[src/rtl/envelope_port_arbiter.sv]
// envelope_port_arbiter: packet-boundary arbiter merging two sample streams onto one registered output.
// Define ENVELOPE_ARB_STATS_EN to add per-port packet counters on rb_data.
module envelope_port_arbiter #(
    parameter int         WIDTH       = 32,
    parameter logic [7:0] SR_ARB_CTRL = 8'd130
) (
    input  logic             clk,
    input  logic             reset,
    input  logic             clear,
    input  logic             set_stb,
    input  logic [7:0]       set_addr,
    input  logic [31:0]      set_data,
    input  logic [WIDTH-1:0] i0_tdata,
    input  logic [127:0]     i0_tuser,
    input  logic             i0_tlast,
    input  logic             i0_tvalid,
    output logic             i0_tready,
    input  logic [WIDTH-1:0] i1_tdata,
    input  logic [127:0]     i1_tuser,
    input  logic             i1_tlast,
    input  logic             i1_tvalid,
    output logic             i1_tready,
    output logic [WIDTH-1:0] o_tdata,
    output logic [127:0]     o_tuser,
    output logic             o_tlast,
    output logic             o_tvalid,
    input  logic             o_tready,
    output logic             o_port,
    output logic [63:0]      rb_data
);
    typedef enum logic [1:0] {IDLE, PKT0, PKT1} state_t;
    state_t     state, state_nxt;
    logic [1:0] en_mask, req;
    logic       fixed_prio, rr_ptr, out_rdy, acc0, acc1, done0, done1, unused_bits;
    assign req         = {i1_tvalid & en_mask[1], i0_tvalid & en_mask[0]};
    assign out_rdy     = ~o_tvalid | o_tready;
    assign i0_tready   = (state == PKT0) & out_rdy;
    assign i1_tready   = (state == PKT1) & out_rdy;
    assign acc0        = i0_tvalid & i0_tready;
    assign acc1        = i1_tvalid & i1_tready;
    assign done0       = acc0 & i0_tlast;
    assign done1       = acc1 & i1_tlast;
    assign unused_bits = ^set_data[31:3];
    always_comb begin
        state_nxt = state;
        case (state)
            IDLE:    state_nxt = (req[0] && (!req[1] || fixed_prio || !rr_ptr)) ? PKT0 : req[1] ? PKT1 : IDLE;
            PKT0:    state_nxt = done0 ? IDLE : PKT0;
            PKT1:    state_nxt = done1 ? IDLE : PKT1;
            default: state_nxt = IDLE;
        endcase
    end
    always_ff @(posedge clk) begin
        if (reset) begin
            state      <= IDLE;
            rr_ptr     <= 1'b0;
            en_mask    <= 2'b11;
            fixed_prio <= 1'b0;
            o_tdata    <= '0;
            o_tuser    <= '0;
            o_tlast    <= 1'b0;
            o_tvalid   <= 1'b0;
            o_port     <= 1'b0;
        end else begin
            if (set_stb && set_addr == SR_ARB_CTRL) {fixed_prio, en_mask} <= set_data[2:0];
            if (clear) begin
                state    <= IDLE;
                rr_ptr   <= 1'b0;
                o_tvalid <= 1'b0;
            end else begin
                state <= state_nxt;
                // after port n finishes, the other port has priority
                if (done0 || done1) rr_ptr <= done0;
                if (acc0 || acc1) begin
                    o_tdata  <= acc1 ? i1_tdata : i0_tdata;
                    o_tuser  <= acc1 ? i1_tuser : i0_tuser;
                    o_tlast  <= acc1 ? i1_tlast : i0_tlast;
                    o_port   <= acc1;
                    o_tvalid <= 1'b1;
                end else if (o_tready) begin
                    o_tvalid <= 1'b0;
                end
            end
        end
    end
`ifdef ENVELOPE_ARB_STATS_EN
    logic [31:0] pkt_cnt0, pkt_cnt1;
    always_ff @(posedge clk) begin
        if (reset || clear) begin
            pkt_cnt0 <= '0;
            pkt_cnt1 <= '0;
        end else begin
            if (done0) pkt_cnt0 <= pkt_cnt0 + 32'd1;
            if (done1) pkt_cnt1 <= pkt_cnt1 + 32'd1;
        end
    end
    assign rb_data = {pkt_cnt1, pkt_cnt0};
`else
    assign rb_data = 64'd0;
`endif
endmodule

[config.mk]
export PLATFORM = sky130hd
export DESIGN_NAME = envelope_port_arbiter
export DESIGN_NICKNAME = d
export VERILOG_FILES = /design/src/rtl/envelope_port_arbiter.sv
export SDC_FILE = /design/constraint.sdc
export NUM_CORES = 1
export LEC_CHECK = 0
export ABC_AREA = 1
export BUFFER_PORTS_ARGS = -buffer_cell sky130_fd_sc_hd__buf_2
export CORE_AREA = 2 2 230 232
export CTS_CLUSTER_SIZE = 24
export DETAILED_ROUTE_END_ITERATION = 8
export DIE_AREA = 0 0 232 234
export GPL_TIMING_DRIVEN = 0
export PLACE_DENSITY_LB_ADDON = 0.25
export SLEW_MARGIN = 5
export SYNTH_ARGS = -nofsm -noshare
export SYNTH_HDL_FRONTEND = slang
export SYNTH_SLANG_ARGS = --single-unit
[constraint.sdc]
create_clock -name clk -period 2.4 [get_ports clk]
set_clock_uncertainty 0.2 [all_clocks]
set_input_delay 0.12 -clock clk [delete_from_list [all_inputs] [get_ports clk]]
set_output_delay 0.12 -clock clk [all_outputs]
set_load 0.01 [all_outputs]
# Yosys cells after proc, flatten, opt, wreduce, memory -nomap -nowiden
# Cells that the tools add are included.
# totals
ff_bits,169
input_bits,369
word_cells,45
# op_classes
bitwise,11
n_eq_ne,3
n_mux,10
reduce_logical,12
# op_table
operator,n
128-bit two-way mux,1
32-bit two-way mux,1
1-bit AND,8
"8-bit equality test, second input constant",1
2-bit two-way mux,3
2-bit one-hot mux with 3 select lines,1
1-bit logical OR,4
1-bit two-way mux,4
"2-bit by 1-bit equality test with 1-bit output, second input constant",1
"2-bit equality test, second input constant",1
1-bit logical AND,2
1-bit zero test,2
2-bit zero test,1
1-bit NOT,2
2-bit AND reduction,1
2-bit nonzero test,1
2-bit OR reduction,1
1-bit bitwise OR,1

# Longest topological paths before layout
# logic_depth
depth_word,7
ltp_mapped,11
mapped_depth_nobuf,8

# Worst setup path after synthesis
# No wires, ideal clock.
# synth_timing
path_type,reg2reg
from,register state[1]
to,register o_tuser[15]
path_slack_ns,0.687
path_stages_with_launch,11
required_ns,2.087
setup_time_ns,0.113
t_arrival_ns,1.400
cell_sequence,dfxtp_1 -> inv_2 -> nor2_4 -> nand3_1 -> buf_4 -> nand2_2 -> nand2_4 -> buf_4 -> clkbuf_1 -> nor2_1 -> nor2_1
# synth_between
elab_chain_cells,5
# synth_lines
element,line,rtl
"start, declared",32,"state_t state, state_nxt;"
"start signal, assigned",71,state <= state_nxt;
2-bit by 1-bit equality test with 1-bit output or 2-bit equality test (tied branches),"37, 38",
"1-bit AND, on equally long branches","37, 38",
"1-bit AND, on equally long branches","39, 40",
1-bit logical OR,74,if (acc0 || acc1) begin
2-bit AND reduction (no source line),n/a,
"end signal, assigned",76,o_tuser <= acc1 ? i1_tuser : i0_tuser;
"end, declared",24,"output logic [127:0] o_tuser,"
# Several ways; a longest one is shown, not always the timed one.
# A chain may end at the register's enable or synchronous reset.

# Worst setup path after layout
# layout_timing
from,register state[0]
to,register o_tuser[70]
# The elaborated chain is that of the path after synthesis.

==> summary.md <==
The flow ran to the end, and the final reports show no timing, DRC or antenna violations. CTS root buffer: sky130_fd_sc_hd__clkbuf_16. Static timing analysis puts the maximum clock frequency at 0.4433 GHz. Data arrives at the worst endpoint at 2.48 ns. Of all nets on the critical path, the largest fanout is 10.

The tools report the area of all placed cells without fillers as 17,500 um^2. In the routed layout, each cell is associated on average with a via count of 4.074. Summing the sequential cell areas from Yosys gives 34.16% of the chip area. For this run, the number of Yosys warnings is 0. A synthesized cell averages 5.823 um^2. The largest total area in the synthesized netlist belongs to sky130_fd_sc_hd__dfxtp_1.

Counting both buffers and inverters, the worst setup path holds a total of 3. Counting every sink on the clock net gives 169. The congestion estimate from routability-driven global placement came to 0.9231. For the worst-skew pair, the clock arrives at the later sink with an insertion delay of 0.47 ns. For this run, the slowest stage of the critical path takes 0.42 ns. In this design, the largest share of critical-path delay is due to buffers and inverters. The mapped netlist covers 9904 um^2. The clock tree synthesis step divided the H-tree into 4 levels. For this configuration, the core starts out at a cell density of 19.04%. Largest net degree at the start of global routing: 17.

The final critical-path share of the clock period works out to 93.98%. The tools report the area inside the core boundary as 52,020 um^2. In this run the vertical extent of the chip is 234 um.

The number of different library cells used by synthesis comes to 22. For this design the ratio of total power to cell area is 428.0 nW/um^2. The number of placed instances, taps included is 2,956, and the routed wire length per instance is 14.96 um. The number of max-slew violations in the final report was 0. TritonCTS built the clock tree. The worst setup path is of the reg -> reg kind. The number of maximum-capacitance violations came out at 0. The layout has 5,680 filler cells.

The largest vdd supply drop is 504.7 uV. For the number of ports placed on the die boundary, the log shows 598. Buffers placed on the I/O ports in this run total 504. Yosys attributes the largest share of cell area to sky130_fd_sc_hd__dfxtp_1 34%, sky130_fd_sc_hd__nand2_1 25%, sky130_fd_sc_hd__nor2_1 13%, sky130_fd_sc_hd__nand4_1 10%, sky130_fd_sc_hd__inv_1 6.5%. Net switching is 28.89% of the power.

Global routing used 17.68% of the available tracks. Time the final worst path needs with I/O delays and setup: 2.256 ns. The number of synthesized register bits was 169. For the post-synthesis cell count, the log shows 1,701. The first global-routing pass estimated 72.53 mm of wire.

For this design, the slowest cell found on the critical path is sky130_fd_sc_hd__dfxtp_1. Setup violations remaining at the end of the flow were counted as 0. STA classifies the critical path startpoint as a flop. In this run the static leakage power is 0.009959 uW. The most used flip-flop cell after synthesis is sky130_fd_sc_hd__dfxtp_1. In this run the cell area measured after placement is 13,520 um^2. Count of antenna-violating nets left after detailed routing: 0. The tools report the final non-filler cell total as 3,328.

Traced cell by cell, the critical path runs through nor2_4 -> nand3_1 -> buf_4 -> buf_4 -> buf_1 -> nand2_1 -> nand2_1 -> nor2_1 -> nor2_1. The worst hold path begins at reset. In this run the tightest slew margin relative to its limit is 23.27%. For the worst setup path, the data required time is 2.63 ns. The floorplan has 84 rows. The die covers 54,290 um^2. The share of total power dissipated in combinational logic is 23.1%. The number of nets in the layout is 2,992, and the number of synthesized flops with an enable pin is 0.

Yosys instantiated no cell more often than sky130_fd_sc_hd__nand2_1. The share of post-route cells with drive strength above 1 was 24.58%; the wire length reported by the detailed router was 49.77 mm. The critical path startpoint is state[0]$_SDFF_PP0_. The initial detailed-routing violation count is 500, and the measured slew at the worst slew-check pin is 1.151 ns.

The layout overhead on the synthesized area was 76.67%; the detailed-router iteration count before antenna repair was 7. The logs give 39.5% for the sequential share of power and 2164 uW for the switching power summed over all nets. The post-synthesis async set-or-reset flop share was 0%.

The run gives 0 as the number of endpoints with negative hold slack in the final report. The floorplan step set the die width to 232 um. The number of antenna violations at the first check in global routing was 4; the total number of vias was 13.56k. After legalization and detailed placement, the total HPWL measured 36.06 mm.

Setup repair after global routing left no endpoint under its margin. Summed over its instances, the top area cell type makes up 34.16% of the synthesized netlist area. The element type at the critical path end is a flop.

The clock transition at the register clock pins on the worst setup and hold paths after CTS came out at 0.07 ns. The path class of the tightest hold or removal check is in -> reg. Counting the buffers created by CTS gives 17. The run gives 5325 uW as the internal portion of total power. In this run the critical register-to-register path is launched from state[0]$_SDFF_PP0_.

Number of global-route vias before repair: 13.21k. After detailed routing, the number of remaining DRC violations is 0. Counting instances in the post-synthesis netlist gives the leading cell types as 656 x sky130_fd_sc_hd__nand2_1, 332 x sky130_fd_sc_hd__nor2_1, 171 x sky130_fd_sc_hd__inv_1.

The total overflow left after global routing is 0. Counting along the longest clock path gives a buffer depth of 2. The share of total power dissipated in the clock network is 37.4%.
## sequential cells by signal (all words and copies together) (netlist names)
name,flops
o_port,1
o_tdata,32
en_mask,2
o_tlast,1
fixed_prio,1
rr_ptr,1
o_tuser,128
state,2
o_tvalid,1
## power by group through the flow
stage	clock network, uW	registers (uW)	logic [uW]
floorplan	0	3070	623
global placement	0	3020	1290
detailed placement	0	3020	1290
CTS	2950	2960	1720
global route	3040	2970	1910
finish	2800	2960	1730
## routing by layer
layer	up-vias	GRT usage (%)	wire length [um]
met5	-	0	13
met4	2	9.595	2420
met3	129	5.071	3396
met2	556	30.48	23590
met1	5962	19.67	20350
li1	6910	-	-
## timing repair
item	in CTS	in global routing
endpoints found under the setup margin	164	35
endpoints found under the hold margin	169	0
buffers inserted	2	0
resized for setup	9	10
gates cloned	0	0
hold buffers	335	0
pin swaps	1	0
## final cells by class
class                           instances  area (um^2)  area share, %
Timing Repair Buffer                  841         5891          33.66
Sequential cell                       169         3383          19.34
Clock inverter                          9        87.58         0.5005
Tap cell                              688        860.8          4.920
Antenna cell                            4        10.01        0.05720
Inverter                              172        645.6          3.690
Multi-Input combinational cell       1235         5090          29.09
Buffer                                187         1042          5.956
Clock buffer                           23        488.0          2.789
## path summary, 6_finish.rpt
| check | endpoint | slack [ns] | cells after the start |
|---|---|---|---|
| worst min register to register | rr_ptr$_SDFFE_PP0P_ | 0.28 | 2 |
| worst min-delay path | o_tuser[121]$_SDFFE_PP0P_ | 0.07 | 5 |
| worst max register to register | o_tuser[70]$_SDFFE_PP0P_ | 0.14 | 9 |
| worst max-delay path | o_tuser[70]$_SDFFE_PP0P_ | 0.14 | 9 |
## layout by cell type, fill, tap and decap left out, types with 17 or more instances in the layout
master,n
sky130_fd_sc_hd__nand2_1,656
sky130_fd_sc_hd__buf_2,522
sky130_fd_sc_hd__dlygate4sd3_1,335
sky130_fd_sc_hd__nor2_1,331
sky130_fd_sc_hd__inv_1,171
sky130_fd_sc_hd__dfxtp_1,169
sky130_fd_sc_hd__nand4_1,163
sky130_fd_sc_hd__buf_4,82
sky130_fd_sc_hd__clkbuf_1,78
sky130_fd_sc_hd__conb_1,64
sky130_fd_sc_hd__clkbuf_16,17
## worst min-delay path, stage by stage
cell,delay (ns)
sky130_fd_sc_hd__buf_2,0.08
sky130_fd_sc_hd__inv_1,0.07
sky130_fd_sc_hd__clkbuf_1,0.26
sky130_fd_sc_hd__nand2_1,0.14
sky130_fd_sc_hd__nor2_1,0.03
## through the flow
step	hold WS (ns)	total power (uW)	worst slack (ns)	utilization [%]	setup TNS (ns)
after CTS	0.02636	7624	0.006387	33.61	0
after floorplan	0.05492	3690	0.6868	-	0
after global placement	0.1514	4305	-0.5403	26.00	-31.96
after global routing	0.07210	7922	0.02880	33.62	0
final	0.06539	7489	0.1444	33.63	0
after detailed placement	0.1718	4314	-0.5393	26.00	-33.56
## kinds of logic (layout without fill, tap and decap cells)
family,count (synthesis),in the layout,share of synthesized area [%]
compound gates,6,6,0.3284
flops,169,169,34.16
other cells,1,68,0.03786
buf+inv,360,1232,16.86
simple gates,1165,1165,48.61
No activity file was read; power rests on OpenSTA's default activity.
